===== src/rtl/aes_round_ctrl.sv =====
// AES round sequencer: loads a block, walks it through one round per accepted round key, then presents the ciphertext.
// Latency NUM_ROUNDS+2 cycles from input handshake with keys always valid; stalls on i_key_valid low, holds output until i_ready.
module aes_round_ctrl #(
    parameter int NUM_ROUNDS = 10
) (
    input  logic         clk,
    input  logic         n_rst,
    input  logic         i_clear,
    input  logic         i_valid,
    input  logic [127:0] i_data,
    output logic         o_ready,
    output logic         o_key_req,
    output logic [3:0]   o_key_round,
    input  logic         i_key_valid,
    input  logic [127:0] i_round_key,
    output logic [127:0] o_dp_state,
    output logic         o_dp_last,
    input  logic [127:0] i_dp_result,
    output logic         o_valid,
    output logic [127:0] o_data,
    input  logic         i_ready
);

    localparam logic [3:0] LAST_ROUND = 4'(NUM_ROUNDS);

    typedef enum logic [1:0] {
        S_IDLE,
        S_KEY,
        S_DONE
    } state_t;

    state_t       r_fsm;
    logic [127:0] r_state;
    logic [3:0]   r_round;
    logic         r_ready;
    logic         r_key_req;
    logic         r_last;
    logic         r_valid;

    logic [3:0]   w_round_nxt;
    logic [127:0] w_key_state;

    assign w_round_nxt = r_round + 4'd1;
    // Round 0 is the bare initial key whitening; the datapath result only applies from round 1 on.
    assign w_key_state = (r_round == 4'd0) ? (r_state ^ i_round_key) : i_dp_result;

    always_ff @(posedge clk or negedge n_rst) begin
        if (!n_rst) begin
            r_fsm     <= S_IDLE;
            r_state   <= '0;
            r_round   <= '0;
            r_ready   <= 1'b1;
            r_key_req <= 1'b0;
            r_last    <= 1'b0;
            r_valid   <= 1'b0;
        end else if (i_clear) begin
            r_fsm     <= S_IDLE;
            r_state   <= '0;
            r_round   <= '0;
            r_ready   <= 1'b1;
            r_key_req <= 1'b0;
            r_last    <= 1'b0;
            r_valid   <= 1'b0;
        end else begin
            case (r_fsm)
                S_IDLE: begin
                    if (i_valid) begin
                        r_fsm     <= S_KEY;
                        r_state   <= i_data;
                        r_round   <= '0;
                        r_ready   <= 1'b0;
                        r_key_req <= 1'b1;
                        r_last    <= 1'b0;
                    end
                end
                S_KEY: begin
                    if (i_key_valid) begin
                        r_state <= w_key_state;
                        if (r_round == LAST_ROUND) begin
                            r_fsm     <= S_DONE;
                            r_key_req <= 1'b0;
                            r_last    <= 1'b0;
                            r_valid   <= 1'b1;
                        end else begin
                            r_round <= w_round_nxt;
                            r_last  <= (w_round_nxt == LAST_ROUND);
                        end
                    end
                end
                S_DONE: begin
                    // o_ready rises only after the output handshake cycle, so no block is taken in it.
                    if (i_ready) begin
                        r_fsm   <= S_IDLE;
                        r_round <= '0;
                        r_ready <= 1'b1;
                        r_valid <= 1'b0;
                    end
                end
                default: begin
                    r_fsm     <= S_IDLE;
                    r_state   <= '0;
                    r_round   <= '0;
                    r_ready   <= 1'b1;
                    r_key_req <= 1'b0;
                    r_last    <= 1'b0;
                    r_valid   <= 1'b0;
                end
            endcase
        end
    end

    assign o_ready     = r_ready;
    assign o_key_req   = r_key_req;
    assign o_key_round = r_round;
    assign o_dp_state  = r_state;
    assign o_dp_last   = r_last;
    assign o_valid     = r_valid;
    assign o_data      = r_valid ? r_state : '0;

endmodule


===== config.mk =====
export PLATFORM = sky130hd
export DESIGN_NAME = aes_round_ctrl
export DESIGN_NICKNAME = d
export VERILOG_FILES = /design/src/rtl/aes_round_ctrl.sv
export SDC_FILE = /design/constraint.sdc
export NUM_CORES = 1
export LEC_CHECK = 0
export CAP_MARGIN = 20
export CORE_AREA = 2 2 257 259
export CTS_CLUSTER_DIAMETER = 150
export DETAILED_ROUTE_END_ITERATION = 12
export DIE_AREA = 0 0 259 261
export GPL_TIMING_DRIVEN = 0
export PLACE_DENSITY_LB_ADDON = 0.3
export SYNTH_ARGS = -nofsm -noshare
export SYNTH_HDL_FRONTEND = slang
export SYNTH_SLANG_ARGS = --single-unit

===== constraint.sdc =====
create_clock -name clk -period 2.7 [get_ports clk]
set_input_delay 0.54 -clock clk [delete_from_list [all_inputs] [get_ports clk]]
set_output_delay 0.54 -clock clk [all_outputs]
set_load 0.01 [all_outputs]

* Word-level counts from Yosys, hierarchy flattened
Cells that the tools add are included.
Word-level totals: bits in registers 138, output and inout port bits 264, logic and storage cells 65, input port bits 390
Cells by class: reduce and logical (&&, ||, !) cells 8, add/subtract/negate cells 1, equal/unequal tests 12, bitwise gates (word level) 1, mux-type cells 36
Operators with widths (count):
- $mux 128 | 5
- $pmux 128 s3 | 1
- $xor 128x128->128 | 1
- $mux 4 | 5
- $reduce_and 4->1 | 4
- $ne 3x3->1 const B | 5
- $mux 1 | 14
- $pmux 1 s3 | 4
- $pmux 4 s3 | 1
- $mux 2 | 5
- $eq 4x4->1 const B | 2
- $ne 2x2->1 const B | 3
- $pmux 2 s3 | 1
- $reduce_and 3->1 | 2
- $add 4x1->4 const B | 1
- $logic_not 4->1 | 1
- $eq 2x1->1 const B | 1
- $eq 2x2->1 const B | 1
- $logic_not 2->1 | 1

* Depth between registers and ports, before layout
Gate-level depths: netlist of run 1.
word-level depth 6, mapped depth 8, mapped depth without buffers 6

* Worst setup path before layout of run 1
No wires, ideal clock.
path kind flip-flop to flip-flop, start point register r_round[0] (netlist: o_key_round[0]), end point register r_state[11] (netlist: o_dp_state[11]), period minus slack after synthesis 1.849 ns, path buffers 2, data arrival time 1.723 ns, required time 2.574 ns, stages on the path, launching flop included 8, setup time 0.126 ns, setup slack 0.851 ns, cell sequence dfrtp_1 inv_1 ha_1 nor3b_2 buf_2 clkbuf_1 a211oi_1 a221o_1
On the way: cells in the longest elaborated chain, start to end 5
Ends and longest elaborated chain:
- from (decl) | RTL line 34 | logic [3:0] r_round;
- from (signal assigned) | RTL line 85 | r_round <= w_round_nxt;
- $logic_not 4->1 | RTL line 45 | assign w_key_state = (r_round == 4'd0) ? (r_state ^ i_round_key) : i_dp_result;
- $mux 128 | RTL line 45
- $mux 128 | RTL line 77 | if (i_key_valid) begin
- $pmux 128 s3 | RTL line 65 | case (r_fsm)
- $mux 128 | RTL line 56 | end else if (i_clear) begin
- to (signal assigned) | RTL line 69 | r_state <= i_data;
- to (signal assigned) | RTL line 78 | r_state <= w_key_state;
- to (decl) | RTL line 33 | logic [127:0] r_state;
No other way between the ends. The select of a mux whose other input is x is not followed. A chain may end at the register's enable or synchronous reset.

* Worst setup path after layout of run 1
start point register r_valid (netlist: o_valid), end point output port o_data[102]
On the way: cells in the longest elaborated chain, start to end 1
Ends and longest elaborated chain:
- from (decl) | RTL line 38 | logic r_valid;
- from (signal assigned) | RTL line 55 | r_valid <= 1'b0;
- from (signal assigned) | RTL line 63 | r_valid <= 1'b0;
- from (signal assigned) | RTL line 83 | r_valid <= 1'b1;
- $mux 128 | RTL line 118 | assign o_data = r_valid ? r_state : '0;
- to (decl) | RTL line 20 | output logic [127:0] o_data,
No other way between the ends.

==> run metrics, run 1 <==
status complete, no violations; DRT iter0 DRCs 520; slowest CP cell clkdlybuf4s50_1; Clk pwr share 36.9%; Starting Density ~14%; sequential share of power 35.1%; r2r worst-path depth 7; first-pass GRT wire length 71930 microns; Post-Route WL 51470 microns; Max transition margin around half; clk_skew 0.005201 ns; setup TNS 0 ns; Synth area leader dfrtp_1; Final WS setup between 0.08 and 0.09 ns; Setup crit end kind output port; Worst R2R Start o_key_round[0]; CP required 2.16 ns; all-layer global routing usage approximately 15%; largest buffer count on any clock path 2; routed len/inst approximately 21 microns; Synth Area in Simple Gates 16.07%; CP Depth 4; R2R Path End o_dp_state[23]; Synth top area share 38.45%; CTS sink cnt around 140; Hold Crit Class reg2reg; drt pass-1 iters 5; Root Driver clkbuf_16; synth top area cells dfrtp_1, a221o_1, xnor2_1; nets between 1500 and 2000; Crit Path Class reg2out; hold depth 2; Die Ht 261 microns; fin util 26.78%; Cells after Synth 920; Clock Pin Slew Worst Setup and Hold Paths 0.07 ns; die area 67600 sq um; Final Wtd Congestion 0.8854; power per cell area roughly 410 nW/um^2; share of cells above drive strength 1 6.390%; Avg Inst Size Synth approximately 9.7 sq um; maximum vdd ir drop 0.0002773 V; clock latency at the later pin of the worst-skew pair approximately 0.48 ns; crit path time final around 2.6 ns; cell row count 94; antenna violations before repair 3; number of flops mapped to enable cells by yosys 0; Arrival @ worst endpoint about 2.1 ns; vias per inst 4.117; Pins Over Slew Limit 0; DIE WIDTH around 260 microns; sequential cell area 3456 sq um; end of the worst hold path o_dp_last; pre-CTS setup slack -0.7523 ns; Comb power frac 28.0%; number of synthesized register bits 138; worst-margin pin slew roughly 0.73 ns; Cell Area, Synth 8917 sq um; H-tree depth 4; RSZ-0062 raised after global routing true; TritonCTS clock tree built; Post-Synth Adder-Cell Area 0.5612%; Pint 4.996 mW; Register-to-Register Setup Slack 0.28 ns; routed via count 10200; critical path, cell by cell clkbuf_16 -> clkbuf_8 -> and2_1 -> clkdlybuf4s50_1; vias in the first global route 10410; crit share post-route 96.73%; Max Clock Freq between 300 and 400 MHz; Pleak 6.761 nW; post-synthesis xor/xnor area fraction 12.77%; pin count of the biggest net entering global routing 71; post-synthesis mux area share less than 1%; FILL cells 6906; I/O pin total 654; ys async rst share 100.0%; area of the multi-input gates 4995 sq um; antenna viol nets, final 0; cts bufs inserted 17; buffers added on ports roughly 650; number of max-cap violations 0; Fin Hold WS 0.5203 ns; Synth Net Count roughly 1300; final HPWL from detailed placement 40100 microns; endpoints failing setup 0; overall power ~7.1 mW; top post-synthesis cells by count dfrtp_1, nor2_1, xnor2_1; CP startpoint kind flip-flop; Psw 2.123 mW; crit-path max cell delay 0.56 ns; Core ar. 65040 sq um; DRC violations left 0; Max FO, Critical Path 10; Seq/Total Area, Yosys between 30% and 40%; ys flop type dfrtp_1; Worst Hold Launch o_dp_last; Netlist cell types 36; Bufs and invs on worst path 3; Switching Fraction just under 30%; Ys Warns 0; largest family of logic cells by synthesized area compound AO/OA/AOI/OAI gates; most common cell in the netlist dfrtp_1; Synth Area in Compound Gates between 20% and 30%; Overflow after GRT 0; Final Hold Viols 0; crit-path leading delay family buffers and inverters; Synth-to-Final Area Change 95.36%
## cell usage in the layout, fill, tap and decap left out, drive strengths merged, types with 6 or more instances in the layout
cell type and instances:
nand2 6, clkbuf 70, o21ai 6, a211oi 128, nor2 134, and2 129
inv 7, dfrtp 137, clkdlybuf4s50 631, a221o 128, dlygate4sd2 16, xnor2 130
buf 46
## layout make-up
cell class / instances / share of cell area (%)
timing repair buffer: 660 / 38.15
multi-input combinational: 690 / 28.67
sequential: 138 / 19.84
tap: 864 / 6.206
buffer: 86 / 3.404
clock buffer: 23 / 2.801
clock inverter: 9 / 0.7829
inverter: 6 / 0.1293
antenna: 1 / 0.01436
## worst register-to-register path, cell delays in order, from the launching register on
cell,delay [ns]
dfrtp_1,0.44
inv_1,0.12
ha_1,0.15
nor3b_2,0.24
buf_2,0.35
clkbuf_1,0.55
a211oi_1,0.18
a221o_1,0.30
## repair_timing
item	4_1_cts	5_1_grt
hold buffers	1	0
setup endpoints to repair	129	58
resized for setup	59	16
gates cloned	1	0
buffers inserted	2	1
hold endpoints to repair	7	0
## worst max-delay path by stage
stage                              start         endpoint  slack [ns]
after floorplan           o_key_round[0]   o_dp_state[11]        0.85
after global placement             n_rst  o_dp_state[101]       -5.53
after detailed placement         i_clear    o_dp_state[1]       -0.75
after CTS                        o_valid       o_data[67]      0.0002
after global routing             o_valid      o_data[119]       -0.01
final                            o_valid      o_data[102]        0.09
## cells by family after synthesis
| group | count (synthesis) |
|---|---|
| and+or+nand+nor | 282 |
| AOI/OAI and AO/OA | 273 |
| DFF | 138 |
| xor gates and xnor gates | 130 |
| buffers and inverters | 92 |
| adders and majority gates | 4 |
| muxes | 1 |
## power groups by stage
stage | Sequential [mW] | Clock, mW | Combinational [mW]
6_report | 2.50 | 2.63 | 1.99
5_1_grt | 2.53 | 2.81 | 2.13
4_1_cts | 2.50 | 2.74 | 2.02
3_5_place_dp | 2.53 | 0 | 2.00
3_3_place_gp | 2.53 | 0 | 1.99
2_1_floorplan | 2.54 | 0 | 0.667
## state kept, by name (all words and copies together), names as in the netlist
register	flops
o_dp_last	1
o_dp_state	128
o_key_req	1
o_key_round	4
o_ready	1
o_valid	1
r_fsm	2
## stage by stage
stage / instances / area [sq um]
3_5_place_dp: 2439 / 16580
3_3_place_gp: 2437 / 16530
5_1_grt: 2477 / 17420
6_report: 2477 / 17420
4_1_cts: 2475 / 17390
2_1_floorplan: 920 / 8917
## routing by layer
layer  up-vias  GRT usage (%)  wire [microns]
li1       4765              -               -
met1      4938          17.43           21260
met5         -              0              11
met3        56          3.513            2956
met2       436          25.26           25880
met4         2          5.700            1364
Power figures use the tool's default switching activity.
==> run 2: changes to the inputs <==
Settings changed: CORE_AREA 2 2 257 259 to 2 2 252 254, CTS_CLUSTER_DIAMETER 150 to 30, DIE_AREA 0 0 259 261 to 0 0 254 256, HOLD_SLACK_MARGIN from default to 0.06.
Clock period 2.7 ns to 2.9 ns, I/O delays scaled along.
==> run 2 against run 1 <==
Clock skew is 0.0054 ns higher. Sequential power is 7% lower. Register-to-register slack hardly changed. Combinational power is 7% lower. Worst hold slack better by 0.0079 ns. Critical path depth stayed put. Utilization is 0.87 points higher. Non-clock buffer count is 4 lower. First-iteration DRC count is 3.5% higher. Critical endpoint is now o_data[56]. Largest cell class unchanged.
==> run metrics, run 2 (same netlist as run 1, synthesis figures left out) <==
Worst Hold Launch o_dp_last (unchanged); non-filler cells, final 2456 (was 2477); crit path time final roughly 2.8 ns; fin util 27.66% (was 26.78%); H-tree depth 4 (unchanged); antenna viol nets, final 0 (unchanged); vias per inst 4.163 (was 4.117); Post-Route WL 52150 microns (was 51470 microns); die area 65020 sq um (was 67600 sq um); Final Wtd Congestion 0.8488 (was 0.8854); most common cell after layout, fill and taps aside clkdlybuf4s50_1 (unchanged); Post-CTS Setup Repair Bufs 0 (was 2); CP required 2.32 ns (was 2.16 ns); Pleak 6.514 nW (was 6.761 nW); number of max-cap violations 0 (unchanged); DRT iter0 DRCs 538 (was 520); power per cell area 379.2 nW/um^2 (was 408.7 nW/um^2); share of cells above drive strength 1 5.912% (was 6.390%); placed cell count 2421 (was 2439); Arrival @ worst endpoint 2.18 ns (was 2.07 ns); Clock Pin Slew Worst Setup and Hold Paths 0.07 ns (about the same); Core ar. 62390 sq um (was 65040 sq um); Max FO, Critical Path 10 (unchanged); Hold Crit Class reg2reg (unchanged); Pins Over Slew Limit 0 (unchanged); crit share post-route 95.30%; placed inst area 16570 sq um (was 16580 sq um); Max transition margin 45.09% (was 51.45%); nets 1989 (was 1993); first-pass GRT wire length 74460 microns (was 71930 microns); DIE WIDTH 254 microns (was 259 microns); hold depth 2 (unchanged); clk_skew 0.01059 ns (was 0.005201 ns); antenna violations before repair 5 (was 3); status complete, no violations (unchanged); Starting Density 14.29% (was 13.71%); R2R Path End o_dp_state[1] (was o_dp_state[23]); cell row count 92 (was 94); largest buffer count on any clock path 2 (unchanged); routed len/inst 21.23 microns (was 20.78 microns); endpoints failing setup 0 (unchanged); DRC violations left 0 (unchanged); r2r worst-path depth 8 (was 7); worst-margin pin slew 0.8236 ns (was 0.7283 ns); overall power 6.543 mW (was 7.119 mW); Overflow after GRT 0 (unchanged); cts bufs inserted 17 (unchanged); maximum vdd ir drop 0.0003377 V (was 0.0002773 V); Max Clock Freq ~360 MHz; Final Hold Viols 0 (unchanged); vias in the first global route 10780 (was 10410); routed via count 10230 (was 10200); buffers added on ports 653 (unchanged); CP startpoint kind flip-flop (unchanged); RSZ-0062 raised after global routing false (was true); commonest cells after routing, fill and taps aside clkdlybuf4s50_1, dfrtp_1, nor2_1 (unchanged); end of the worst hold path o_dp_last (unchanged); all-layer global routing usage 15.72% (was 14.60%); drt pass-1 iters 5 (unchanged); Setup crit end kind output port (unchanged); Die Ht 256 microns (was 261 microns); Root Driver clkbuf_16 (unchanged); Crit Path Class reg2out (unchanged); post-route cell area 17260 sq um (was 17420 sq um); Synth-to-Final Area Change 93.50% (was 95.36%); Register-to-Register Setup Slack 0.27 ns (was 0.28 ns); final HPWL from detailed placement 40770 microns (was 40100 microns); Fin Hold WS 0.5281 ns (was 0.5203 ns); clock latency at the later pin of the worst-skew pair 0.47 ns (was 0.48 ns); Worst R2R Start o_key_round[0] (unchanged); max FFs per register 128 (unchanged); CTS sink cnt 138 (unchanged); I/O pin total 654 (unchanged); TritonCTS clock tree built (unchanged); pin count of the biggest net entering global routing 71 (unchanged)
-- run 2: final cells by class --
cell class	count	area, sq um
Antenna cell	3	7.507
Buffer	86	511.7
Clock buffer	19	452.9
Clock inverter	12	148.9
Fill cell	6701	45130
Inverter	6	22.52
Multi-Input combinational cell	690	4991
Sequential cell	138	3456
Tap cell	846	1059
Timing Repair Buffer	656	6606
-- run 2: worst max path at each step --
stage	start	end	cells past startpoint
floorplan	o_key_round[0]	o_dp_state[11]	7
global placement	n_rst	o_dp_state[75]	1
detailed placement	i_clear	o_dp_state[1]	7
CTS	o_valid	o_data[96]	4
global route	o_valid	o_data[48]	4
finish	o_valid	o_data[56]	4
-- run 2: critical path, stage by stage (launching register included) --
cell and delay (ns):
dfrtp_2 0.46, clkbuf_16 0.25, clkbuf_1 0.28, and2_1 0.18, clkdlybuf4s50_1 0.54
-- run 2: per-layer routing --
| layer | global-route usage (%) | part of all wire [%] | up-vias |
|---|---|---|---|
| li1 | - | - | 4738 |
| met1 | 18.17 | 40 | 4930 |
| met2 | 27.15 | 50 | 473 |
| met3 | 4.617 | 6.9 | 80 |
| met4 | 5.948 | 3.2 | 4 |
| met5 | 0 | 0.031 | - |
-- run 2: repair_timing --
action / CTS / global route
resized for setup: 22 / 6
setup endpoints to repair: 129 / 18
gates cloned: 0 / 0
pin swaps: 0 / 0
endpoints found under the hold margin: 16 / 0
hold buffers: 1 / 0
-- run 2: metrics by stage --
step / setup WS, ns / setup TNS, ns
floorplan: 1.051 / 0
global placement: -5.284 / -795.54
detailed placement: -0.5236 / -10.43
CTS: -0.003059 / -0.003059
global route: 0.002079 / 0
finish: 0.1363 / 0
-- run 2: report_power, final --
group	switching, mW	leakage (nW)	total, mW	internal, mW
Sequential	0.244	1.84	2.33	2.09
Combinational	0.743	4.39	1.86	1.11
Clock	0.969	0.287	2.35	1.38
